===== src/rtl/mux_ctrl_pkg.sv =====
// Shared types and default parameters for the mux select controller.
// Pure definitions; no logic, no latency, no flow control.
package mux_ctrl_pkg;

  typedef enum logic [1:0] {
    STABLE_LOW,
    WAIT_HIGH,
    STABLE_HIGH,
    WAIT_LOW
  } db_state_t;

  localparam int DEBOUNCE_CYCLES_DEF = 16;
  localparam int AUTO_PERIOD_DEF     = 1000;

endpackage


===== src/rtl/mux_select_ctrl_if.sv =====
// Button/auto inputs and select outputs of the mux select controller.
// Plain level signals; no handshake, no backpressure.
interface mux_select_ctrl_if;
  logic btn_raw;
  logic auto_en;
  logic select;
  logic select_changed;
  logic btn_level;

  modport master (
    output btn_raw,
    output auto_en,
    input  select,
    input  select_changed,
    input  btn_level
  );

  modport slave (
    input  btn_raw,
    input  auto_en,
    output select,
    output select_changed,
    output btn_level
  );
endinterface


===== src/rtl/mux_select_ctrl_debounce.sv =====
// Two-flop synchronizer plus debounce FSM; level changes after CYCLES stable samples.
// rise is combinational and coincides with the edge where level goes high; never stalls.
module debounce
  import mux_ctrl_pkg::*;
#(
  parameter int CYCLES = DEBOUNCE_CYCLES_DEF
) (
  input  logic clk,
  input  logic reset,
  input  logic raw,
  output logic level,
  output logic rise
);

  localparam int CW = $clog2(CYCLES);
  localparam logic [CW-1:0] CNT_LAST = CW'(CYCLES - 1);

  logic          s1;
  logic          s2;
  db_state_t     state;
  db_state_t     state_nxt;
  logic [CW-1:0] count;
  logic [CW-1:0] count_nxt;

  always_ff @(posedge clk) begin
    if (reset) begin
      s1    <= 1'b0;
      s2    <= 1'b0;
      state <= STABLE_LOW;
      count <= '0;
    end else begin
      s1    <= raw;
      s2    <= s1;
      state <= state_nxt;
      count <= count_nxt;
    end
  end

  always_comb begin
    state_nxt = state;
    count_nxt = count;
    rise      = 1'b0;
    case (state)
      STABLE_LOW: begin
        if (s2) begin
          state_nxt = WAIT_HIGH;
          count_nxt = CW'(1);
        end
      end
      WAIT_HIGH: begin
        if (!s2) begin
          state_nxt = STABLE_LOW;
          count_nxt = '0;
        end else if (count == CNT_LAST) begin
          state_nxt = STABLE_HIGH;
          count_nxt = '0;
          rise      = 1'b1;
        end else begin
          count_nxt = count + 1'b1;
        end
      end
      STABLE_HIGH: begin
        if (!s2) begin
          state_nxt = WAIT_LOW;
          count_nxt = CW'(1);
        end
      end
      WAIT_LOW: begin
        if (s2) begin
          state_nxt = STABLE_HIGH;
          count_nxt = '0;
        end else if (count == CNT_LAST) begin
          state_nxt = STABLE_LOW;
          count_nxt = '0;
        end else begin
          count_nxt = count + 1'b1;
        end
      end
      default: begin
        state_nxt = STABLE_LOW;
        count_nxt = '0;
      end
    endcase
  end

  // WAIT_LOW still counts as high: the level only drops once the release is accepted.
  assign level = (state == STABLE_HIGH) || (state == WAIT_LOW);

endmodule


===== src/rtl/mux_select_ctrl.sv =====
// Toggles the registered mux select on each debounced press or periodic auto event.
// Press reaches select DEBOUNCE_CYCLES+1 edges after btn_raw is first sampled high; no backpressure.
module mux_select_ctrl
  import mux_ctrl_pkg::*;
#(
  parameter int DEBOUNCE_CYCLES = DEBOUNCE_CYCLES_DEF,
  parameter int AUTO_PERIOD     = AUTO_PERIOD_DEF
) (
  input  logic               clk,
  input  logic               reset,
  mux_select_ctrl_if.slave   bus
);

  localparam int AW = $clog2(AUTO_PERIOD);
  localparam logic [AW-1:0] AUTO_LAST = AW'(AUTO_PERIOD - 1);

  logic          press;
  logic          level;
  logic          auto_run;
  logic          auto_evt;
  logic          toggle;
  logic          select_q;
  logic          changed_q;
  logic [AW-1:0] auto_cnt;

  debounce #(
    .CYCLES (DEBOUNCE_CYCLES)
  ) u_debounce (
    .clk   (clk),
    .reset (reset),
    .raw   (bus.btn_raw),
    .level (level),
    .rise  (press)
  );

  // auto_run delays counting by one edge so the first toggle lands AUTO_PERIOD
  // edges after auto_en is first seen, matching the steady-state period.
  assign auto_evt = bus.auto_en && auto_run && (auto_cnt == AUTO_LAST);
  assign toggle   = press || auto_evt;

  always_ff @(posedge clk) begin
    if (reset) begin
      auto_run  <= 1'b0;
      auto_cnt  <= '0;
      select_q  <= 1'b0;
      changed_q <= 1'b0;
    end else begin
      auto_run  <= bus.auto_en;
      changed_q <= toggle;
      if (toggle) begin
        select_q <= ~select_q;
      end
      if (toggle || !bus.auto_en) begin
        auto_cnt <= '0;
      end else if (auto_run) begin
        auto_cnt <= auto_cnt + 1'b1;
      end
    end
  end

  assign bus.select         = select_q;
  assign bus.select_changed = changed_q;
  assign bus.btn_level      = level;

endmodule


===== src/flat_wrapper.sv =====
// flat-port wrapper written by rule: the top's interface ports become plain ports
module mux_select_ctrl_flat import mux_ctrl_pkg::*;
#(
  parameter int DEBOUNCE_CYCLES = DEBOUNCE_CYCLES_DEF,
  parameter int AUTO_PERIOD     = AUTO_PERIOD_DEF
)
  (clk, reset, bus_btn_raw, bus_auto_en, bus_select, bus_select_changed, bus_btn_level);
  mux_select_ctrl_if bus_i ();
  input  logic clk;
  input  logic reset;
  input wire logic [$bits(bus_i.btn_raw)-1:0] bus_btn_raw;
  input wire logic [$bits(bus_i.auto_en)-1:0] bus_auto_en;
  output wire logic [$bits(bus_i.select)-1:0] bus_select;
  output wire logic [$bits(bus_i.select_changed)-1:0] bus_select_changed;
  output wire logic [$bits(bus_i.btn_level)-1:0] bus_btn_level;
  assign bus_i.btn_raw = bus_btn_raw;
  assign bus_i.auto_en = bus_auto_en;
  assign bus_select = bus_i.select;
  assign bus_select_changed = bus_i.select_changed;
  assign bus_btn_level = bus_i.btn_level;
  mux_select_ctrl #(.DEBOUNCE_CYCLES(DEBOUNCE_CYCLES), .AUTO_PERIOD(AUTO_PERIOD)) u_core (.clk(clk), .reset(reset), .bus(bus_i));
endmodule

===== config.mk =====
export PLATFORM = sky130hd
export DESIGN_NAME = mux_select_ctrl_flat
export DESIGN_NICKNAME = d
export VERILOG_FILES = /design/src/rtl/mux_ctrl_pkg.sv /design/src/rtl/mux_select_ctrl_if.sv /design/src/rtl/mux_select_ctrl_debounce.sv /design/src/rtl/mux_select_ctrl.sv /design/src/flat_wrapper.sv
export SDC_FILE = /design/constraint.sdc
export NUM_CORES = 1
export LEC_CHECK = 0
export ABC_AREA = 1
export BUFFER_PORTS_ARGS = -buffer_cell sky130_fd_sc_hd__buf_2
export CAP_MARGIN = 20
export CORE_MARGIN = 5
export CORE_UTILIZATION = 30
export DETAILED_ROUTE_END_ITERATION = 12
export PLACE_DENSITY = 0.49
export SLEW_MARGIN = 5
export SYNTH_ARGS = -nofsm -noshare
export SYNTH_HDL_FRONTEND = slang
export SYNTH_SLANG_ARGS = --single-unit

===== constraint.sdc =====
create_clock -name clk -period 1.6 [get_ports clk]
set_input_delay 0.16 -clock clk [delete_from_list [all_inputs] [get_ports clk]]
set_output_delay 0.16 -clock clk [all_outputs]
set_load 0.01 [all_outputs]

# Yosys cells after proc, flatten, opt, wreduce, memory -nomap -nowiden
# Cells that the tools add are included.
word_totals:
  regBits: 21
  latch_bits: 0
  mem_bits_rw: 0
  romBits: 0
  inputBits: 4
  mem_count: 0
classes:
  add_sub_neg: 2
  n_mul: 0
  div: 0
  order_cmp: 0
  n_eq_ne: 9
  n_shift: 0
  muxes: 16
  bitwise: 1
  reduce_logical: 10
op_table:
  columns: ["op", "count"]
  rows:
  - ["$mux W4", 5]
  - ["$pmux W4 S4", 1]
  - ["$mux W2", 6]
  - ["$add A10 B1 Y10 const B", 1]
  - ["$eq A10 B10 Y1 const B", 1]
  - ["$pmux W2 S4", 1]
  - ["$ne A3 B3 Y1 const B", 2]
  - ["$add A4 B1 Y4 const B", 1]
  - ["$eq A2 B2 Y1 const B", 2]
  - ["$eq A4 B4 Y1 const B", 1]
  - ["$ne A2 B2 Y1 const B", 2]
  - ["$reduce_and A4 Y1", 1]
  - ["$logic_or A1 B1 Y1", 3]
  - ["$mux W1", 3]
  - ["$eq A2 B1 Y1 const B", 1]
  - ["$logic_and A1 B1 Y1", 2]
  - ["$logic_not A2 Y1", 1]
  - ["$reduce_and A2 Y1", 1]
  - ["$reduce_or A2 Y1", 1]
  - ["$logic_not A1 Y1", 1]
  - ["$not A1 Y1", 1]

# Depth between registers and ports, before layout
depth:
  word_depth: 7
  ltp_mapped: 8

# Hierarchy
# Synthesis repeated with hierarchy kept, for this count alone.
hier_totals:
  hier_cells: 133
  area_unflattened_um2: 996.0
modules_own_cells:
  columns: ["module", "instances", "cells_each", "area_each_um2", "seq_area_each_um2"]
  rows:
  - ["mux_select_ctrl", 1, 82, 625.6, 260.2]
  - ["debounce", 1, 51, 370.4, 160.2]

# Worst setup path after synthesis
# Ideal clock, no wire load.
synth_timing:
  path_type: "register to register"
  from: "reg u_core.auto_cnt[0]"
  to: "reg u_core.auto_cnt[4]"
  arrival_ps: 1057
  required_ps: 1483
  setup_slack_ps: 426
  path_stages_with_launch: 9
  n_path_buf: 0
  path_cell_list: "dfxtp_1 > ha_1 > nand2_1 > nor2_1 > nand3_2 > nand2_2 > nor2_2 > inv_4 > nor2_1"
synth_between:
  elab_chain_len: 5
  elab_cells_between_ends: 6
  cone_classes: "1 x add/sub; 1 x eq/ne; 4 x reduce/logical"
synth_lines:
  columns: ["element", "line_no", "rtl"]
  rows:
  - ["start: declaration", "mux_select_ctrl.sv:24", "logic [AW-1:0] auto_cnt;"]
  - ["start signal: assignment", "mux_select_ctrl.sv:56", "auto_cnt <= auto_cnt + 1'b1;"]
  - ["parallel branches: the longest is 5 deep, another holds $add A10 B1 Y10", null, null]
# Parallel ways; which one is timed is not known.
# A chain may end at the register's enable or synchronous reset.

# Worst setup path in the final report
layout_timing:
  from: "reg u_core.auto_cnt[0]"
  to: "reg u_core.auto_cnt[2]"
# Same word-level chain as after synthesis.

==> out/results.tsv <==
stage	metric	value	unit
cells_and_area	Syn-to-layout area delta	9.97	%
logic_synthesis	top cell type's share of synthesized area	43.0	%
hold_path	beginning of the worst hold path	bus_btn_raw	
grt	met3 usage in global routing	4.05	%
logic_synthesis	area leader, netlist	dfxtp_1	
critical_path	Startpoint Class	register	
grt	largest net degree at the start of global routing	13	
sta	worst-margin pin slew	0.323	ns
logic_synthesis	synth unique cells	23	
routing	Pre-Repair DR Iteration Count	4	
logic_synthesis	number of flops mapped to enable cells by yosys	0	
logic_synthesis	syn avg cell area	7.53	um2
logic_synthesis	fraction of the yosys area taken by sequential cells	43.0	%
critical_path	Bufs and invs on worst path	1	
critical_path	depth of the worst register-to-register path	8	
job	max_cap viols	0	
clock_tree	clk slew on worst S/H paths	0.12	ns
critical_path	r2r startpoint	u_core.auto_cnt[0]	
sta	Worst Clk Skew	0.00823	ns
grt	grt peak-use layer	met2	
placement	GPL Wtd Cong	0.781	
floorplanning	core area	3100	um2
hold_path	WHS Path Cells	3	
floorplanning	Boundary Pins	7	
logic_synthesis	ranking of synthesized cells by area	dfxtp_1 43%, nand2_1 12%, nor2_1 8.1%	
clock_tree	clk_lat worst skew	0.31	ns
critical_path	flop2flop setup slack	0.28	ns
routing	DR vias/cell	4.32	
floorplanning	Die ar.	4500	um2
power_and_ir_drop	peak supply drop	488	uV
critical_path	Arr. time, crit path	1.53	ns
critical_path	CP top delay family	simple AND/OR/NAND/NOR gates	
cells_and_area	proportion of layout cells with a drive suffix above 1	17.4	%
critical_path	slowest CP cell	dfxtp_1	
logic_synthesis	synthesis-stage register bit count	21	
cells_and_area	final core occ	34.7	%
grt	Tot GR Track Use	9.36	%
critical_path	Critical Path RT	1.81	ns
hold_path	Hold Path End	u_core.u_debounce.s1	
floorplanning	FP Rows	20	
logic_synthesis	Syn Inst Count	130	
floorplanning	Die Wd	67.1	um
routing	wire length per cell	9.65	um
outcome	status	finished, final reports clean	
power_and_ir_drop	leak pwr	0.000430	uW
critical_path	Critical R2R Capture	u_core.auto_cnt[2]	
cells_and_area	antenna cells	0	
grt	routing usage on met1	10.0	%
sta	Setup Total Neg Slack	0	ns
logic_synthesis	Post-Syn Nets	136	
floorplanning	Die H	67.1	um
logic_synthesis	most frequent cell after synthesis	nand2_1	
critical_path	Most common cell on crit path	nor2_1	
floorplanning	starting density of the core	31.5	%
sta	# setup viols final	0	
clock_tree	Num Clock Sinks	21	
clock_tree	Post-CTS Setup Bufs	0	
grt	met2 Use GR	15.5	%
critical_path	crit-path cells	ha_1, nand2_1, nor2_1, nand3_2, nand2_2, nor2_2, inv_4, nor2_1	
clock_tree	root buffer cell	clkbuf_4	
critical_path	Levels on crit path	8	
sta	fmax	756	MHz
grt	first-pass GRT wire length	3110	um
logic_synthesis	synth warn	0	
cells_and_area	final net count	145	
critical_path	CP endpoint kind	register	
sta	Final Hold Fails	0	
logic_synthesis	Cell Area, Synth	978	um2
logic_synthesis	ys flop type	dfxtp_1	
grt	antenna violations before repair	0	
power_and_ir_drop	Pwr Density	792	nW/um2
routing	DRC	0	
sta	worst rel slew slack	78.5	%
critical_path	Critical Path Fanout Max	9	
placement	Post-Place Setup Slack	0.275	ns
logic_synthesis	Synth top cells by count	30 x nand2_1, 21 x dfxtp_1, 21 x nor2_1	
grt	via count of the first global-routing pass	762	
sta	Slew Viols, Final	0	
placement	post-DP HPWL	1340	um
sta	Tmin final	1.32	ns
routing	via count	787	
sta	final worst setup slack	0.277	ns
clock_tree	clock buffer count from CTS	3	
routing	drt total wl	1760	um
logic_synthesis	Async S/R FF share, synth	0	%
clock_tree	CTS tree	built	
clock_tree	# H-tree levels	1	
placement	# port buffers	6	
clock_tree	PostCTS Resize Cnt	0	
clock_tree	CTS max path bufs	2	
routing	remaining antenna violation count	0	
sta	Tcrit/Tclk final	82.7	%
hold_path	Hold/Removal Path Class	input port to register	
grt	gr ovfl total	0	
critical_path	CP peak stage delay	0.42	ns
routing	Iter 0 DRT Violations	62	
sta	RSZ-0062 raised after global routing	false	
critical_path	crit path kind	register to register	
clock_tree	Post-CTS Hold Buffers	0	
[flip-flops by register name, indices dropped and copies added (netlist names), named ones only]
signal                     cells
u_core.u_debounce.state        1
u_core.auto_run                1
u_core.bus.select_changed      1
u_core.u_debounce.count        4
u_core.u_debounce.s2           1
u_core.bus.select              1
u_core.u_debounce.s1           1
u_core.auto_cnt               10
[cells in the final DEF (no fill, tap or decap)]
master    netlist  routed
xnor2_1         3       3
nor2_1         21      21
a21oi_1         5       5
inv_1          16      16
inv_4           1       1
or2_2           1       1
nor3_1          1       1
clkinv_2        0       1
xor2_1          5       5
clkbuf_4        0       3
nand3_1         1       1
nand2_1        30      30
mux2i_1         1       1
nand3_2         3       3
dfxtp_1        21      21
nand2_2         2       2
nand3b_1        1       1
o21ai_0         4       4
nor2_4          1       1
ha_1            2       2
nand4_1         2       2
buf_2           0       6
a211oi_1        1       1
nor2_2          6       6
[per-layer routing]
layer	wire length, um	share of wire [%]
met4	47	2.7
met5	0	0
met2	854	49
met1	777	44
met3	77	4.4
[logic make-up after synthesis]
logic type,count (synthesis),share of synthesized area (%)
AO/OA/AOI/OAI,10,5.37
flip-flops,21,43.0
adder cells (fa/ha/maj),2,2.56
XOR/XNOR,8,7.16
AND/OR/NAND/NOR,69,32.6
buffers and inverters,19,8.31
multiplexers,1,1.02
[where the power goes]
group	total, uW	switching (uW)	internal (uW)	leakage, uW
Combinational	47.9	30.2	17.7	0.000242
Clock	260	167	93.4	0.0000177
Sequential	544	11.2	533	0.000170
Total	853	209	644	0.000430
[per-stage QoR]
stage               cells  total power [uW]  cell area [um2]  hold slack [ns]
global placement      178               603             1050            0.376
floorplan             130               590              978            0.229
detailed placement    178               604             1050            0.374
global route          182               907             1080           0.0289
CTS                   182               870             1080           0.0295
finish                182               853             1080           0.0409
[layout make-up]
| type | instances | area, um2 |
|---|---|---|
| Inverter | 17 | 66.3 |
| Multi-Input combinational cell | 90 | 477 |
| Timing Repair Buffer | 6 | 30.0 |
| Tap cell | 44 | 55.1 |
| Sequential cell | 21 | 420 |
| Fill cell | 360 | 2030 |
| Clock buffer | 3 | 22.5 |
| Clock inverter | 1 | 5.00 |
[tightest hold or removal path: cells and delay by family]
| family | cells | cell delay (ns) |
|---|---|---|
| buf+inv | 2 | 0.14 |
| simple gates | 1 | 0.03 |
[worst max-delay path by stage]
stage	from	endpoint	slack, ns
floorplan	u_core.auto_cnt[0]	u_core.auto_cnt[4]	0.43
global placement	u_core.auto_cnt[0]	u_core.auto_cnt[5]	0.30
detailed placement	u_core.auto_cnt[0]	u_core.auto_cnt[2]	0.27
CTS	u_core.auto_cnt[0]	u_core.auto_cnt[2]	0.25
global route	u_core.u_debounce.count[0]	u_core.auto_cnt[8]	0.12
finish	u_core.auto_cnt[0]	u_core.auto_cnt[2]	0.28
Note: power is estimated with default switching activity, not from simulation.
